## config.mk

```make
export PLATFORM = sky130hd
export DESIGN_NAME = axi_read_arbiter
export DESIGN_NICKNAME = d
export VERILOG_FILES = /design/src/rtl/axi_arb_pkg.sv /design/src/rtl/arb_grant_sel.sv /design/src/rtl/axi_read_arbiter.sv
export SDC_FILE = /design/constraint.sdc
export NUM_CORES = 1
export LEC_CHECK = 0
export BUFFER_PORTS_ARGS = -buffer_cell sky130_fd_sc_hd__buf_2
export CAP_MARGIN = 20
export CORE_AREA = 2 2 110 112
export CTS_CLUSTER_SIZE = 20
export DETAILED_ROUTE_END_ITERATION = 6
export DIE_AREA = 0 0 112 114
export GPL_ROUTABILITY_DRIVEN = 1
export PLACE_DENSITY = 0.7
export SYNTH_ARGS = -nofsm -noshare
export SYNTH_HDL_FRONTEND = slang
export SYNTH_HIERARCHICAL = 1
export SYNTH_SLANG_ARGS = --single-unit
```

## constraint.sdc

```tcl
create_clock -name i_clock -period 2.7 [get_ports i_clock]
set_clock_uncertainty 0.05 [all_clocks]
set_input_delay 0.405 -clock i_clock [delete_from_list [all_inputs] [get_ports i_clock]]
set_output_delay 0.405 -clock i_clock [all_outputs]
set_load 0.02 [all_outputs]
```

## src/rtl/axi_arb_pkg.sv

```systemverilog
// Shared types and constants for the two-master AXI4 read-channel arbiter.
package axi_arb_pkg;

  localparam int ADDR_W = 32;
  localparam int DATA_W = 32;
  localparam int ID_W   = 4;

  localparam logic [1:0] AXI_RESP_OKAY   = 2'b00;
  localparam logic [1:0] AXI_RESP_SLVERR = 2'b10;
  localparam logic [1:0] AXI_RESP_DECERR = 2'b11;

  typedef struct packed {
    logic [ADDR_W-1:0] addr;
    logic [ID_W-1:0]   id;
    logic [7:0]        len;
    logic [2:0]        size;
    logic [1:0]        burst;
  } ar_req_t;

  typedef struct packed {
    logic [DATA_W-1:0] data;
    logic [ID_W-1:0]   id;
    logic [1:0]        resp;
    logic              last;
  } r_rsp_t;

  typedef enum logic [1:0] {
    IDLE = 2'd0,
    ADDR = 2'd1,
    DATA = 2'd2
  } arb_state_e;

endpackage

```

## src/rtl/arb_grant_sel.sv

```systemverilog
// Two-way grant picker. Fixed priority (master 1 wins) by default; with
// AXI_ARB_RR_EN defined, a simultaneous request goes to the master that was
// not granted last.
module arb_grant_sel (
  input  logic req0,
  input  logic req1,
  input  logic last_grant,
  output logic any_req,
  output logic grant
);

`ifndef AXI_ARB_RR_EN
  logic unused_last_grant;
  assign unused_last_grant = last_grant;
`endif

  // Pick the winning master from the current requests
  always_comb begin
    any_req = req0 | req1;
`ifdef AXI_ARB_RR_EN
    if (req0 && req1) grant = ~last_grant;
    else              grant = req1;
`else
    grant = req1;
`endif
  end

endmodule

```

## src/rtl/axi_read_arbiter.sv

```systemverilog
// Two-master, one-slave AXI4 read arbiter: IFU (master 0) and LSU (master 1)
// share one read port with a single outstanding burst.
// Optional macro AXI_ARB_RR_EN enables round-robin on simultaneous requests.
//
// Handshakes: a transfer happens on a rising clock edge where valid and ready
// are both high; valid, once raised, holds with a stable payload until that
// edge. AR ready to the granted master mirrors slave AR ready so both sides
// handshake in the same cycle; R beats pass straight through combinationally.
module axi_read_arbiter
  import axi_arb_pkg::*;
(
  input  logic       i_clock,
  input  logic       i_reset,
  input  logic       i_m0_ar_valid,
  output logic       o_m0_ar_ready,
  input  ar_req_t    i_m0_ar,
  output logic       o_m0_r_valid,
  input  logic       i_m0_r_ready,
  output r_rsp_t     o_m0_r,
  input  logic       i_m1_ar_valid,
  output logic       o_m1_ar_ready,
  input  ar_req_t    i_m1_ar,
  output logic       o_m1_r_valid,
  input  logic       i_m1_r_ready,
  output r_rsp_t     o_m1_r,
  output logic       o_s_ar_valid,
  input  logic       i_s_ar_ready,
  output ar_req_t    o_s_ar,
  input  logic       i_s_r_valid,
  output logic       o_s_r_ready,
  input  r_rsp_t     i_s_r,
  output logic       o_busy,
  output logic       o_protocol_err,
  output arb_state_e o_state
);

  arb_state_e state;
  arb_state_e state_next;
  logic       grant;
  ar_req_t    ar_q;
  logic [7:0] beat_cnt;
  logic [7:0] exp_len;
  logic       perr;
  logic       any_req;
  logic       pick;
  logic       r_hs;
  logic       last_grant;

  arb_grant_sel u_grant_sel (
    .req0       (i_m0_ar_valid),
    .req1       (i_m1_ar_valid),
    .last_grant (last_grant),
    .any_req    (any_req),
    .grant      (pick)
  );

  assign r_hs = i_s_r_valid & o_s_r_ready;

  // State register
  always_ff @(posedge i_clock) begin
    if (i_reset) state <= IDLE;
    else         state <= state_next;
  end

  // Next-state: one burst at a time, grant re-evaluated only from IDLE
  always_comb begin
    state_next = state;
    case (state)
      IDLE:    if (any_req) state_next = ADDR;
      ADDR:    if (i_s_ar_ready) state_next = DATA;
      DATA:    if (r_hs && i_s_r.last) state_next = IDLE;
      default: state_next = IDLE;
    endcase
  end

  // Grant/request latch, beat counting and sticky rlast-position error
  always_ff @(posedge i_clock) begin
    if (i_reset) begin
      grant    <= 1'b0;
      ar_q     <= '0;
      beat_cnt <= 8'd0;
      exp_len  <= 8'd0;
      perr     <= 1'b0;
    end else begin
      case (state)
        IDLE: if (any_req) begin
          grant <= pick;
          ar_q  <= pick ? i_m1_ar : i_m0_ar;
        end
        ADDR: if (i_s_ar_ready) begin
          beat_cnt <= 8'd0;
          exp_len  <= ar_q.len;
        end
        DATA: if (r_hs) begin
          beat_cnt <= beat_cnt + 8'd1;
          if (i_s_r.last ? (beat_cnt != exp_len) : (beat_cnt == exp_len)) perr <= 1'b1;
        end
        default: ;
      endcase
    end
  end

`ifdef AXI_ARB_RR_EN
  // Remember who owned the last completed burst
  always_ff @(posedge i_clock) begin
    if (i_reset)                                   last_grant <= 1'b0;
    else if (state == DATA && r_hs && i_s_r.last)  last_grant <= grant;
  end
`else
  assign last_grant = 1'b0;
`endif

  // Outputs: route AR to the slave and R back to the registered grant only
  always_comb begin
    o_s_ar_valid  = (state == ADDR);
    o_s_ar        = ar_q;
    o_m0_ar_ready = (state == ADDR) & ~grant & i_s_ar_ready;
    o_m1_ar_ready = (state == ADDR) &  grant & i_s_ar_ready;
    o_s_r_ready   = (state == DATA) & (grant ? i_m1_r_ready : i_m0_r_ready);
    o_m0_r_valid  = (state == DATA) & ~grant & i_s_r_valid;
    o_m1_r_valid  = (state == DATA) &  grant & i_s_r_valid;
    o_m0_r        = ((state == DATA) && !grant) ? i_s_r : '0;
    o_m1_r        = ((state == DATA) &&  grant) ? i_s_r : '0;
    o_busy        = (state != IDLE);
    o_protocol_err = perr;
    o_state       = state;
  end

endmodule

```

==> results of run 1 <==
-- worst max-delay path: cells and delay by family, from the launching register on --
| kind | cells | cell delay (ns) |
|---|---|---|
| compound gates | 1 | 0.13 |
| flops | 1 | 0.45 |
| simple gates | 2 | 0.35 |
| buf+inv | 2 | 0.46 |
-- per-stage QoR --
step           power, mW  cells  worst slack (ns)  hold slack (ns)   util
3_5_place_dp        2.10    832             0.872            0.413  0.465
4_1_cts             3.41    848             0.516            0.389  0.494
2_1_floorplan       1.80    437             0.934            0.399      -
6_report            3.37    848             0.520            0.394  0.494
3_3_place_gp        2.07    832             0.928            0.413  0.465
5_1_grt             3.52    848             0.372            0.392  0.494
-- state kept, by name, summed over array words and instances (netlist names) --
signal          count
exp_len             8
o_state             2
grant               1
o_protocol_err      1
beat_cnt            8
o_s_ar             49
-- worst max path at each step --
stage,from,end,slack [ns],depth (start not counted)
detailed placement,i_reset,beat_cnt[7],0.87,5
floorplan,o_state[0],o_m1_ar_ready,0.93,3
CTS,o_state[1],o_s_r_ready,0.52,5
global route,o_state[1],o_s_r_ready,0.37,5
global placement,i_s_ar_ready,o_m1_ar_ready,0.93,4
finish,o_state[1],o_s_r_ready,0.52,5
-- final cells by class --
| class | count | area share |
|---|---|---|
| Clock buffer | 11 | 0.0437 |
| Clock inverter | 5 | 0.0143 |
| Multi-Input combinational cell | 322 | 0.413 |
| Inverter | 6 | 0.00389 |
| Tap cell | 147 | 0.0318 |
| Sequential cell | 69 | 0.239 |
| Timing Repair Buffer | 288 | 0.255 |
-- per-layer routing --
metal,up-vias,routed length (um),GRT usage,part of all wire
li1,2045,-,-,-
met1,1940,4970,0.207,0.36
met2,207,7260,0.397,0.53
met3,24,1010,0.0494,0.074
met4,0,385,0.0797,0.028
met5,-,0,0,0
-- power breakdown --
group | internal (mW) | switching (mW) | leakage (nW)
clock | 0.860 | 0.441 | 0.166
combinational | 0.343 | 0.540 | 2.38
sequential | 1.12 | 0.0647 | 0.570
==> impl_metrics.tcl, run 1 <==
set metrics [dict create \
    rrSetupSlack_ns 0.92 \
    track_usage 0.203 \
    totalWireLength_um 13600 \
    rsz0062_at_grt "false" \
    cts_buffers 9 \
    syn_area_per_cell_um2 9.17 \
    overflow 0 \
    regToRegStartpoint "o_state[0]" \
    clk_latency_ns 0.33 \
    antenna_found_initial 0 \
    grt_max_degree 63 \
    tritoncts "built" \
    gp_congestion 0.890 \
    worstPathCellList "nor2b_2 -> buf_4 -> and2_1 -> a22o_1 -> buf_2" \
    finalCritPeriodShare 0.807 \
    relSlewSlack 0.446 \
    post_cts_buffers 0 \
    tightestPinTransition_ns 0.830 \
    drv_slew 0 \
    grt_pass1_vias 4104 \
    clkTransAtPathRegs_ns 0.06 \
    min_from "i_m0_ar[34]" \
    fin_setup_tns_ns 0 \
    yosysWarnings 6 \
    cts_resized 0 \
    cp_max_fo 41 \
    drt_iter0_drc 153 \
    synth_nets 583 \
    dp_hpwl_um 10700 \
    insertedDiodeCount 0 \
    critPathLaunchType "register" \
    cts.sinks 69 \
    cts_max_level 3 \
    drcViolationCount 0 \
    postPlaceCellArea_mm2 0.00545 \
    whs_endpoint "o_s_ar[34]" \
    vias 4216 \
    drive_gt1_frac 0.514 \
    syn_inst 437 \
    required_ns 2.25 \
    max_freq_mhz 459 \
    hold_path_class "in -> reg" \
    die_h_um 114 \
    start_util 0.342 \
    drtPass1Iterations 4 \
    core_area_mm2 0.0117 \
    slowest_delay_ns 0.45 \
    regArea_mm2 0.00138 \
    nFillCells 1115 \
    final_common_cell "buf_2" \
    fin_area_mm2 0.00578 \
    layout_common_cells "280 x buf_2, 69 x dfxtp_1, 58 x nor2_1" \
    wl_per_cell_um 16.1 \
    power.density_mw_per_mm2 583 \
    dieArea_mm2 0.0128 \
    die_w_um 112 \
    multiInputGateArea_mm2 0.00239 \
    viasPerCell 4.97 \
    r2r-end "beat_cnt[6]" \
    status "finished, final reports clean" \
    rr_worst_depth 4 \
    cap_viol_max_count 0 \
    crit_type "reg -> out" \
    ctsHoldBuffers 0 \
    final_nets 842 \
    crit_slowest_cell "dfxtp_1" \
    area_growth_pct 44.3 \
    rows 40 \
    p_leak_nw 3.11 \
    io_buffers 281 \
    root_buffer "clkbuf_16" \
    hold_violations 0 \
    vdd_drop_max_uv 295 \
    holdPathStages 3 \
    worst_ep_arrival_time_ns 1.72 \
    cp-end-kind "output port" \
    syn-cell-area_mm2 0.00401 \
    setup_viol 0 \
    io_pins 282 \
    fin_crit_ns 2.18 \
    clk_path_buf_depth 2 \
    drtAntennaViolNets 0 \
    grt_pass1_wl_um 20600 \
]
Power figures use the tool's default switching activity.
==> inputs of run 2 (changes only) <==
CORE_AREA = 2 2 109 111   (was 2 2 110 112)
DIE_AREA = 0 0 111 113   (was 0 0 112 114)
PLACE_DENSITY = 0.73   (was 0.7)
clock period = 1.9 ns   (was 2.7 ns; I/O delays follow)
==> run 2 against run 1 <==
  * Combinational power is 52% higher
  * Power is 35% higher
  * Setup slack worse by 0.50 ns
  * Sequential power is 41% higher
  * Register-to-register slack worse by 0.70 ns
  * Design area is 4.1% higher
  * Global-route usage is 1.9 points lower
  * Clock power is 18% higher
  * First-iteration DRC count is 5.2% lower
  * Critical path type unchanged
  * Largest power group is now registers
  * Highest routed layer unchanged
==> impl_metrics.tcl, run 2 (same netlist as run 1, synthesis figures left out) <==
set metrics [dict create \
    status "finished, final reports clean" \
    cp-end-kind "output port" \
    worst_ep_arrival_time_ns 1.54 \
    whs_endpoint "o_state[0]" \
    finalCritPeriodShare 0.988 \
    nFillCells 1014 \
    drv_slew 0 \
    crit_type "reg -> out" \
    slowest_delay_ns 0.37 \
    final_nets 854 \
    rsz0062_at_grt "true" \
    regToRegStartpoint "grant" \
    grtUsageMet3 0.0520 \
    relSlewSlack 0.456 \
    dieArea_mm2 0.0125 \
    crit_family "buffers and inverters" \
    fin_crit_ns 1.88 \
    grt_max_degree 55 \
    gp_congestion 0.888 \
    p_leak_nw 3.19 \
    hold_path_class "in -> reg" \
    setup_slack_ns 0.0231 \
    root_buffer "clkbuf_16" \
    antenna_found_initial 0 \
    overflow 0 \
    critPathBufInv 3 \
    viasPerCell 4.85 \
    crit_slowest_cell "dfxtp_4" \
    fin_area_mm2 0.00602 \
    tightestPinTransition_ns 0.815 \
    rows 39 \
    layout_common_cells "255 x buf_2, 67 x dfxtp_1, 58 x nor2_1" \
    hold_violations 0 \
    holdPathStages 4 \
    drt_iter0_drc 145 \
    rrSetupSlack_ns 0.22 \
    dp_slack_ns 0.275 \
    drtAntennaViolNets 0 \
    insertedDiodeCount 0 \
    setup_viol 0 \
    totalWireLength_um 12900 \
    cap_viol_max_count 0 \
    min_from "i_s_ar_ready" \
    dp_hpwl_um 9460 \
    clk_latency_ns 0.32 \
    met2_usage 0.326 \
    drcViolationCount 0 \
    clk_path_buf_depth 2 \
    busiest_layer "met2" \
    clkTransAtPathRegs_ns 0.05 \
    area_growth_pct 50.2 \
    start_util 0.356 \
    power.density_mw_per_mm2 757 \
    die_h_um 113 \
    max_freq_mhz 533 \
    cp_max_fo 10 \
    tritoncts "built" \
    track_usage 0.184 \
    largest_reg_flops 49 \
    grt_pass1_vias 3808 \
    worstPathCellList "nand2b_4 -> nor2_4 -> buf_12 -> clkbuf_16 -> and2_1 -> buf_4" \
    io_pins 282 \
    cts.sinks 69 \
    fin_setup_tns_ns 0 \
    critPathLaunchType "register" \
    wl_per_cell_um 15.0 \
    multiInputGateArea_mm2 0.00241 \
    io_buffers 281 \
    rr_worst_depth 4 \
    final_util 0.534 \
    drtPass1Iterations 4 \
    met1_usage 0.215 \
    grt_pass1_wl_um 18800 \
    r2r-end "beat_cnt[7]" \
    total_power_mw 4.56 \
    regArea_mm2 0.00139 \
    cts_buffers 9 \
    final_common_cell "buf_2" \
    vdd_drop_max_uv 420 \
    cts_max_level 3 \
    drive_gt1_frac 0.527 \
    required_ns 1.56 \
    vias 4150 \
    die_w_um 111 \
    postPlaceCellArea_mm2 0.00552 \
    core_area_mm2 0.0113 \
]
run 2: worst max path at each step:
stage	startpoint	end	slack, ns	cells past startpoint
floorplan	o_state[0]	o_m1_ar_ready	0.25	3
CTS	o_state[0]	o_m0_r[31]	0.01	5
finish	o_state[0]	o_m0_r[3]	0.02	6
global placement	o_state[1]	o_s_r_ready	0.33	5
global route	o_state[0]	o_m0_r[3]	-0.04	6
detailed placement	o_state[1]	o_s_r_ready	0.27	5
run 2: per-layer routing:
metal	up-vias	routed length, um
met1	1861	5050
li1	2072	-
met5	-	0
met3	20	1000
met4	0	293
met2	197	6510
run 2: worst reg2reg max path: cells and delay by family (launching register included):
family | cells | cell delay (ns)
multiplexers | 2 | 0.72
AO/OA/AOI/OAI | 1 | 0.19
flip-flops | 1 | 0.47
AND/OR/NAND/NOR | 1 | 0.15
run 2: cell type report:
type                            instances  share of cell area
Inverter                                6             0.00374
Multi-Input combinational cell        322               0.400
Clock inverter                          6             0.00748
Tap cell                              143              0.0297
Sequential cell                        69               0.231
Timing Repair Buffer                  300               0.290
Clock buffer                           10              0.0380
run 2: through the flow:
| step | instances | hold slack, ns |
|---|---|---|
| finish | 856 | 0.242 |
| global route | 856 | 0.245 |
| CTS | 849 | 0.225 |
| detailed placement | 833 | 0.414 |
| global placement | 833 | 0.412 |
| floorplan | 437 | 0.399 |
run 2: timing repair:
action / in CTS / in global routing
pin swaps: 0 / 1
setup endpoints to repair: 11 / 44
gates cloned: 0 / 5
hold buffers: 0 / 0
setup buffers: 0 / 2
gates resized for setup: 3 / 40
run 2: power breakdown:
group / switching (mW) / internal [mW]
Clock: 0.641 / 0.892
Sequential: 0.0901 / 1.59
Combinational: 0.786 / 0.553
